## config.mk

```make
export PLATFORM = sky130hd
export DESIGN_NAME = axi2s_mreg
export DESIGN_NICKNAME = d
export VERILOG_FILES = /design/src/rtl/axi2s_mreg_pkg.sv /design/src/rtl/axi2s_mreg_chan.sv /design/src/rtl/axi2s_mreg.sv
export SDC_FILE = /design/constraint.sdc
export NUM_CORES = 1
export LEC_CHECK = 0
export ABC_AREA = 1
export BUFFER_PORTS_ARGS = -buffer_cell sky130_fd_sc_hd__buf_2
export CORE_AREA = 2 2 172 174
export DETAILED_ROUTE_END_ITERATION = 8
export DIE_AREA = 0 0 174 176
export GPL_ROUTABILITY_DRIVEN = 0
export MAX_ROUTING_LAYER = met4
export PLACE_DENSITY_LB_ADDON = 0.25
export SYNTH_ARGS = -nofsm -noshare
export SYNTH_HDL_FRONTEND = slang
export SYNTH_SLANG_ARGS = --single-unit
```

## constraint.sdc

```tcl
create_clock -name clk -period 1.8 [get_ports clk]
set_input_delay 0.09 -clock clk [delete_from_list [all_inputs] [get_ports clk]]
set_output_delay 0.09 -clock clk [all_outputs]
set_load 0.05 [all_outputs]
```

## src/rtl/axi2s_mreg_pkg.sv

```systemverilog
// axi2s_mreg_pkg: register offsets, bit indices, reset values and adjust FSM type
package axi2s_mreg_pkg;
   localparam logic [5:0] OFF_CTRL      = 6'h00;
   localparam logic [5:0] OFF_STICKY    = 6'h04;
   localparam logic [5:0] OFF_MASK      = 6'h08;
   localparam logic [5:0] OFF_IBASE     = 6'h10;
   localparam logic [5:0] OFF_ISIZE     = 6'h14;
   localparam logic [5:0] OFF_OBASE     = 6'h18;
   localparam logic [5:0] OFF_OSIZE     = 6'h1C;
   localparam logic [5:0] OFF_FRAME_LEN = 6'h20;
   localparam logic [5:0] OFF_FRAME_ADJ = 6'h24;
   localparam logic [5:0] OFF_TSTART    = 6'h30;
   localparam logic [5:0] OFF_TEND      = 6'h34;
   localparam logic [5:0] OFF_RSTART    = 6'h38;
   localparam logic [5:0] OFF_REND      = 6'h3C;
   localparam logic [5:0] OFF_STATE     = OFF_CTRL;
   localparam logic [5:0] OFF_IACNT     = OFF_IBASE;
   localparam logic [5:0] OFF_IBCNT     = OFF_ISIZE;
   localparam logic [5:0] OFF_OACNT     = OFF_OBASE;
   localparam logic [5:0] OFF_OBCNT     = OFF_OSIZE;
   localparam int ST_IEN     = 0;
   localparam int ST_OEN     = 1;
   localparam int ST_TDD     = 2;
   localparam int ST_ADJ     = 3;
   localparam int ST_COMMIT  = 4;
   localparam int SK_IERR    = 0;
   localparam int SK_OERR    = 1;
   localparam int SK_ADJ_OVR = 2;
   localparam int SK_COMMIT  = 3;
   localparam logic [31:0] RST_IBASE     = 32'hFFFC_0000;
   localparam logic [31:0] RST_OBASE     = 32'hFFFD_0000;
   localparam logic [17:0] RST_SIZE      = 18'h400;
   localparam logic [23:0] RST_FRAME_LEN = 24'd1920;
   localparam logic [23:0] RST_END       = 24'd1919;
   typedef enum logic {ADJ_IDLE, ADJ_PEND} adj_st_t;
endpackage

```

## src/rtl/axi2s_mreg_chan.sv

```systemverilog
// axi2s_mreg_chan: one channel's registers, adjust FSM, sticky/irq and (AXI2S_MREG_SHADOW_EN) timing shadows
module axi2s_mreg_chan
   import axi2s_mreg_pkg::*;
(
   input  logic        clk,
   input  logic        rst_n,
   input  logic        we,
   input  logic [5:0]  off,
   input  logic [31:0] din,
   output logic [31:0] rdata,
   output logic        ien,
   output logic        oen,
   output logic        tddmode,
   output logic        test,
   output logic [31:0] ibase,
   output logic [31:0] obase,
   output logic [17:0] isize,
   output logic [17:0] osize,
   output logic [23:0] frame_len,
   output logic [23:0] tstart,
   output logic [23:0] tend,
   output logic [23:0] rstart,
   output logic [23:0] rend,
   output logic [23:0] frame_adj,
   output logic        adj_pending,
   input  logic        adj_ack,
   input  logic        frame_strobe,
   input  logic [17:0] iacnt,
   input  logic [17:0] oacnt,
   input  logic [31:0] ibcnt,
   input  logic [31:0] obcnt,
   input  logic        ierr,
   input  logic        oerr,
   output logic        irq
);
   logic [3:0] ctrl, sticky, mask, sk_clr;
   logic       wr_len, wr_ts, wr_te, wr_rs, wr_re, wr_adj, adj_ovr;
   logic       commit_pend, commit_done;
   adj_st_t    adj_st, adj_nx;

   assign {test, tddmode, oen, ien} = ctrl;
   assign wr_len = we && off == OFF_FRAME_LEN;
   assign wr_ts  = we && off == OFF_TSTART;
   assign wr_te  = we && off == OFF_TEND;
   assign wr_rs  = we && off == OFF_RSTART;
   assign wr_re  = we && off == OFF_REND;
   assign wr_adj = we && off == OFF_FRAME_ADJ;
   assign sk_clr = (we && off == OFF_STICKY) ? din[3:0] : 4'h0;
   assign adj_pending = adj_st == ADJ_PEND;
   assign irq = |(sticky & mask);

   // plain control/config registers; sticky bits set on events with set winning over W1C
   always_ff @(posedge clk or negedge rst_n) begin
      if (!rst_n) begin
         ctrl      <= '0;
         mask      <= '0;
         sticky    <= '0;
         ibase     <= RST_IBASE;
         obase     <= RST_OBASE;
         isize     <= RST_SIZE;
         osize     <= RST_SIZE;
         frame_adj <= '0;
      end else begin
         if (we && off == OFF_CTRL) ctrl <= din[3:0];
         if (we && off == OFF_MASK) mask <= din[3:0];
         if (we && off == OFF_IBASE) ibase <= din;
         if (we && off == OFF_ISIZE) isize <= din[23:6];
         if (we && off == OFF_OBASE) obase <= din;
         if (we && off == OFF_OSIZE) osize <= din[23:6];
         if (wr_adj) frame_adj <= din[23:0];
         sticky <= (sticky & ~sk_clr) | {commit_done, adj_ovr, oerr, ierr};
      end
   end

   // adjust FSM state register
   always_ff @(posedge clk or negedge rst_n) begin
      if (!rst_n) adj_st <= ADJ_IDLE;
      else adj_st <= adj_nx;
   end

   // adjust FSM next state; a rewrite while pending without a same-cycle ack flags an overrun
   always_comb begin
      adj_nx  = wr_adj ? ADJ_PEND : (adj_ack ? ADJ_IDLE : adj_st);
      adj_ovr = wr_adj && adj_st == ADJ_PEND && !adj_ack;
   end

`ifdef AXI2S_MREG_SHADOW_EN
   logic [23:0] s_len, s_ts, s_te, s_rs, s_re;
   logic        commit;
   assign commit = frame_strobe && (commit_pend || wr_len || wr_ts || wr_te || wr_rs || wr_re);
   assign commit_done = commit;

   // shadow timing registers and the pending-commit flag
   always_ff @(posedge clk or negedge rst_n) begin
      if (!rst_n) begin
         s_len       <= RST_FRAME_LEN;
         s_ts        <= '0;
         s_te        <= RST_END;
         s_rs        <= '0;
         s_re        <= RST_END;
         commit_pend <= 1'b0;
      end else begin
         if (wr_len) s_len <= din[23:0];
         if (wr_ts) s_ts <= din[23:0];
         if (wr_te) s_te <= din[23:0];
         if (wr_rs) s_rs <= din[23:0];
         if (wr_re) s_re <= din[23:0];
         commit_pend <= commit ? 1'b0 : (commit_pend || wr_len || wr_ts || wr_te || wr_rs || wr_re);
      end
   end

   // active timing copies all shadows at once; a same-cycle write commits its new value
   always_ff @(posedge clk or negedge rst_n) begin
      if (!rst_n) begin
         frame_len <= RST_FRAME_LEN;
         tstart    <= '0;
         tend      <= RST_END;
         rstart    <= '0;
         rend      <= RST_END;
      end else if (commit) begin
         frame_len <= wr_len ? din[23:0] : s_len;
         tstart    <= wr_ts ? din[23:0] : s_ts;
         tend      <= wr_te ? din[23:0] : s_te;
         rstart    <= wr_rs ? din[23:0] : s_rs;
         rend      <= wr_re ? din[23:0] : s_re;
      end
   end
`else
   logic unused_strobe;
   assign unused_strobe = frame_strobe;
   assign commit_pend = 1'b0;
   assign commit_done = 1'b0;

   // active timing written directly
   always_ff @(posedge clk or negedge rst_n) begin
      if (!rst_n) begin
         frame_len <= RST_FRAME_LEN;
         tstart    <= '0;
         tend      <= RST_END;
         rstart    <= '0;
         rend      <= RST_END;
      end else begin
         if (wr_len) frame_len <= din[23:0];
         if (wr_ts) tstart <= din[23:0];
         if (wr_te) tend <= din[23:0];
         if (wr_rs) rstart <= din[23:0];
         if (wr_re) rend <= din[23:0];
      end
   end
`endif

   // read data select; unmapped offsets read 0
   always_comb begin
      rdata = '0;
      case (off)
         OFF_STATE: begin
            rdata[ST_IEN]    = ien;
            rdata[ST_OEN]    = oen;
            rdata[ST_TDD]    = tddmode;
            rdata[ST_ADJ]    = adj_pending;
            rdata[ST_COMMIT] = commit_pend;
         end
         OFF_STICKY:    rdata[3:0] = sticky;
         OFF_MASK:      rdata[3:0] = mask;
         OFF_IACNT:     rdata[23:6] = iacnt;
         OFF_IBCNT:     rdata = ibcnt;
         OFF_OACNT:     rdata[23:6] = oacnt;
         OFF_OBCNT:     rdata = obcnt;
         OFF_FRAME_LEN: rdata[23:0] = frame_len;
         OFF_FRAME_ADJ: rdata[23:0] = frame_adj;
         OFF_TSTART:    rdata[23:0] = tstart;
         OFF_TEND:      rdata[23:0] = tend;
         OFF_RSTART:    rdata[23:0] = rstart;
         OFF_REND:      rdata[23:0] = rend;
         default:       rdata = '0;
      endcase
   end
endmodule

```

## src/rtl/axi2s_mreg.sv

```systemverilog
// axi2s_mreg: multi-channel register block; decodes the window, fans out to channels, registers read data
// Build option: AXI2S_MREG_SHADOW_EN enables shadowed timing registers committed on frame_strobe.
module axi2s_mreg
   import axi2s_mreg_pkg::*;
#(
   parameter int          NCH  = 1,
   parameter logic [17:0] BASE = 18'h0
) (
   input  logic              clk,
   input  logic              rst_n,
   input  logic              en,
   input  logic              wen,
   input  logic [17:0]       addr,
   input  logic [31:0]       din,
   output logic [31:0]       dout,
   output logic [NCH-1:0]    ien,
   output logic [NCH-1:0]    oen,
   output logic [NCH-1:0]    tddmode,
   output logic [NCH-1:0]    test,
   output logic [NCH*32-1:0] ibase,
   output logic [NCH*32-1:0] obase,
   output logic [NCH*18-1:0] isize,
   output logic [NCH*18-1:0] osize,
   output logic [NCH*24-1:0] frame_len,
   output logic [NCH*24-1:0] tstart,
   output logic [NCH*24-1:0] tend,
   output logic [NCH*24-1:0] rstart,
   output logic [NCH*24-1:0] rend,
   output logic [NCH*24-1:0] frame_adj,
   output logic [NCH-1:0]    adj_pending,
   input  logic [NCH-1:0]    adj_ack,
   input  logic [NCH-1:0]    frame_strobe,
   input  logic [NCH*18-1:0] iacnt,
   input  logic [NCH*18-1:0] oacnt,
   input  logic [NCH*32-1:0] ibcnt,
   input  logic [NCH*32-1:0] obcnt,
   input  logic [NCH-1:0]    ierr,
   input  logic [NCH-1:0]    oerr,
   output logic [NCH-1:0]    irq
);
   logic        hit;
   logic [1:0]  ch;
   logic [31:0] rd [NCH];
   logic [31:0] rsel;

   assign hit = en && addr[17:8] == BASE[17:8];
   assign ch  = addr[7:6];

   for (genvar c = 0; c < NCH; c++) begin : g_ch
      axi2s_mreg_chan u_chan (
         .clk          (clk),
         .rst_n        (rst_n),
         .we           (hit && wen && ch == 2'(c)),
         .off          (addr[5:0]),
         .din          (din),
         .rdata        (rd[c]),
         .ien          (ien[c]),
         .oen          (oen[c]),
         .tddmode      (tddmode[c]),
         .test         (test[c]),
         .ibase        (ibase[c*32 +: 32]),
         .obase        (obase[c*32 +: 32]),
         .isize        (isize[c*18 +: 18]),
         .osize        (osize[c*18 +: 18]),
         .frame_len    (frame_len[c*24 +: 24]),
         .tstart       (tstart[c*24 +: 24]),
         .tend         (tend[c*24 +: 24]),
         .rstart       (rstart[c*24 +: 24]),
         .rend         (rend[c*24 +: 24]),
         .frame_adj    (frame_adj[c*24 +: 24]),
         .adj_pending  (adj_pending[c]),
         .adj_ack      (adj_ack[c]),
         .frame_strobe (frame_strobe[c]),
         .iacnt        (iacnt[c*18 +: 18]),
         .oacnt        (oacnt[c*18 +: 18]),
         .ibcnt        (ibcnt[c*32 +: 32]),
         .obcnt        (obcnt[c*32 +: 32]),
         .ierr         (ierr[c]),
         .oerr         (oerr[c]),
         .irq          (irq[c])
      );
   end

   // channel read select; channels beyond NCH read 0
   always_comb begin
      rsel = '0;
      for (int c = 0; c < NCH; c++) rsel = (ch == 2'(c)) ? rd[c] : rsel;
   end

   // registered read data, zero when no read is in progress
   always_ff @(posedge clk or negedge rst_n) begin
      if (!rst_n) dout <= '0;
      else dout <= (hit && !wen) ? rsel : 32'h0;
   end
endmodule

```

==> impl_metrics.py <==
metrics = {
    "status": {
        "status": "completed",
    },
    "timing": {
        "fin_crit_ns": 1.70,
        "max_freq_mhz": 588,
        "fin_skew_ns": 0.0171,
        "relSlewSlack_pct": 63.3,
        "finalHoldViolCount": 0,
        "tightest_slew_ns": 0.550,
        "maxSlewViolCount": 0,
        "tns_ns": 0,
        "setup_violations": 0,
        "period_share_pct": 94.5,
        "rsz0062_at_grt": "no",
    },
    "critical_path": {
        "critPathLaunch": "addr[4]",
        "path_max_fanout": 17,
        "crit_required_ns": 2.29,
        "r2r_end": "dout[14]",
        "crit_path_end": "dout[16]",
        "crit_type": "in -> reg",
        "rr_startpoint": "g_ch[0].u_chan.tend[14]",
        "regToRegSetupSlack_ns": 0.11,
        "r2r_cells": 7,
        "endpoint_kind": "flip-flop",
        "critPathArrivalTime_ns": 2.19,
        "cp-start-kind": "input port",
    },
    "clock_network": {
        "clock_path_buffers": 3,
        "cts_tree": "done",
        "cts_buffers": 31,
        "cts_sinks": 289,
        "clk_latency_ns": 0.56,
        "cts-root-buf": "clkbuf_16",
        "h-tree-depth": 1,
        "cts_setup_buffers": 0,
        "cts.reportedPaths.clkPinSlew_ns": 0.06,
    },
    "flow_run": {
        "drv_cap": 0,
    },
    "die": {
        "initial_core_util_pct": 45.7,
        "row_count": 62,
        "dieWidth_um": 174,
        "die_area_sq_um": 30600,
        "io_pins": 440,
        "die_y_um": 176,
        "core-area_sq_um": 28500,
    },
    "drt": {
        "wl_mm": 47.4,
        "via_per_inst": 5.34,
        "final_antenna_net_count": 0,
        "drtIter0Drc": 1204,
        "avgRoutedWirePerCell_um": 19.1,
        "vias": 13227,
        "drc": 0,
        "drt-pass1-iter-count": 5,
    },
    "grt": {
        "grt_overflow": 0,
        "met3_usage_pct": 7.32,
        "antenna_found_initial": 2,
        "grt_pass1_wl_mm": 72.8,
        "track_usage_pct": 31.2,
        "gr-max-usage-layer": "met2",
        "use_met1_pct": 40.6,
        "grt_pass1_vias": 12948,
        "met2_usage_pct": 48.2,
        "grt_max_degree": 77,
    },
    "final_layout": {
        "area_growth_syn_to_layout_pct": 37.8,
        "final_cell_mix": "nand2_1 (439), buf_2 (437), dfrtp_1 (234)",
        "final_layout_size_suffix_gt1_share_pct": 29.7,
        "fin_area_sq_um": 18000,
        "nNetsFinal": 2224,
        "final_common_cell": "nand2_1",
    },
    "yosys": {
        "synthSimpleGateAreaFrac_pct": 26.1,
        "syn-num-nets": 1704,
        "synth_mux_area_share_pct": 0,
        "synthesis.area_sq_um": 13000,
        "synthCells": 1546,
        "synth_top_area_share_pct": 44.9,
        "ys_warn_count": 0,
        "yosysSeqAreaShare_pct": 56.0,
        "yosys-top-cells-area": "dfrtp_1 (45%), nand2_1 (13%), dfstp_2 (11%), o21ai_1 (7.0%), nand4_1 (5.4%)",
        "synth-xor-area-share_pct": 0,
        "syn_avg_cell_area_sq_um": 8.44,
        "synth_top_family_by_area": "simple AND/OR/NAND/NOR gates",
        "synth_compound_area_share_pct": 11.0,
        "yosysUniqueCellTypes": 26,
        "synthAdderAreaFrac_pct": 0,
        "synth_top_area_cell": "dfrtp_1",
        "ys_ff_latch": 289,
    },
    "power_and_ir_drop": {
        "ir_worst_vdd_mv": 0.676,
        "power.leakage_nw": 9.73,
        "p_per_area_nw_per_um2": 784,
    },
    "placement": {
        "hpwl_mm": 32.7,
        "place_area_sq_um": 15700,
        "io_buffers": 438,
    },
    "hold_path": {
        "min_path_type": "in -> reg",
        "min_path_cells": 7,
    },
}
-- where the power goes --
group / internal [mW] / switching, mW
clock network: 3.94 / 2.73
logic: 0.339 / 0.587
registers: 6.50 / 0.000219
-- per-layer routing --
layer  vias to the layer above  wire [um]
met2                       697      21200
met4                         0       1840
met3                       113       4540
met1                      6232      19700
li1                       6185          -
met5                         -          0
-- cell families (layout without fill, tap and decap cells) --
family / after synthesis / after routing
buffers and inverters: 206 / 750
other: 0 / 2
AO/OA/AOI/OAI: 283 / 283
flip-flops: 289 / 289
AND/OR/NAND/NOR: 768 / 768
-- flip-flops by register name, summed over array words and instances (netlist names) --
signal and count:
g_ch.u_chan.ctrl 4, g_ch.u_chan.rend 24, g_ch.u_chan.mask 4, g_ch.u_chan.obase 32
g_ch.u_chan.tstart 24, g_ch.u_chan.tend 24, g_ch.u_chan.sticky 4, g_ch.u_chan.ibase 32
g_ch.u_chan.isize 18, g_ch.u_chan.frame_adj 24, g_ch.u_chan.adj_pending 1, g_ch.u_chan.frame_len 24
g_ch.u_chan.osize 18, g_ch.u_chan.rstart 24, dout 32
-- cell type report --
| cell class | count | area, sq um |
|---|---|---|
| repair buffers | 596 | 3900 |
| fillers | 2448 | 10600 |
| flip-flops and latches | 289 | 7300 |
| diodes | 2 | 5.00 |
| inverters | 97 | 364 |
| clock inverters | 14 | 200 |
| clock buffers | 43 | 861 |
| well taps | 384 | 480 |
| multi-input cells | 1051 | 4850 |
-- metrics by stage --
stage	hold WS, ns	utilization (%)	total power, mW	std cells	worst slack, ns
after detailed placement	-0.00162	55.1	7.39	2301	0.106
final	0.00742	62.9	14.1	2476	0.0994
after global placement	0.00242	55.1	7.38	2301	0.166
after global routing	0.0314	62.9	14.6	2476	0.0140
after CTS	0.00189	62.9	14.2	2474	0.0878
after floorplan	-0.206	-	6.89	1546	0.426
-- worst min-delay path by stage --
stage	startpoint	end	slack (ns)
after CTS	oacnt[1]	dout[7]	0.002
after global routing	oacnt[1]	dout[7]	0.03
after detailed placement	rst_n	g_ch[0].u_chan.tstart[2]	-0.002
after global placement	rst_n	g_ch[0].u_chan.tstart[2]	0.002
final	oacnt[2]	dout[8]	0.007
after floorplan	rst_n	dout[0]	-0.21
-- Yosys cell counts --
| library cell | number |
|---|---|
| inv_2 | 8 |
| buf_6 | 6 |
| buf_2 | 44 |
| buf_1 | 4 |
| nor3_2 | 1 |
| clkbuf_1 | 44 |
| nand4_2 | 5 |
| nand2_2 | 3 |
| inv_1 | 89 |
| o21ai_1 | 182 |
| o21ai_0 | 71 |
| nor2_1 | 98 |
| nor2_4 | 3 |
| nand3_2 | 1 |
| nand3_1 | 95 |
| o21bai_1 | 2 |
| nor2_2 | 8 |
| o21ai_2 | 2 |
| dfstp_2 | 55 |
| nand4_1 | 113 |
| nor3_1 | 1 |
| buf_4 | 11 |
| nor3b_2 | 1 |
| nand2_1 | 439 |
| a21oi_1 | 26 |
| dfrtp_1 | 234 |
-- repair_timing --
item | CTS | global route
gates resized for setup | 0 | 1
endpoints found under the hold margin | 339 | 0
hold buffers | 116 | 0
setup endpoints to repair | 0 | 1
-- worst max-delay path, cell delays in order --
cell and delay (ns):
buf_2 0.16, inv_1 0.07, nor2_2 0.22, inv_2 0.09
nor2_2 0.24, buf_4 0.30, nand2_1 0.10, nand2_1 0.06
dlygate4sd3_1 0.56, nor2_1 0.06, nand3_1 0.07, nand2_1 0.08
inv_1 0.08
Note: power is estimated with default switching activity, not from simulation.
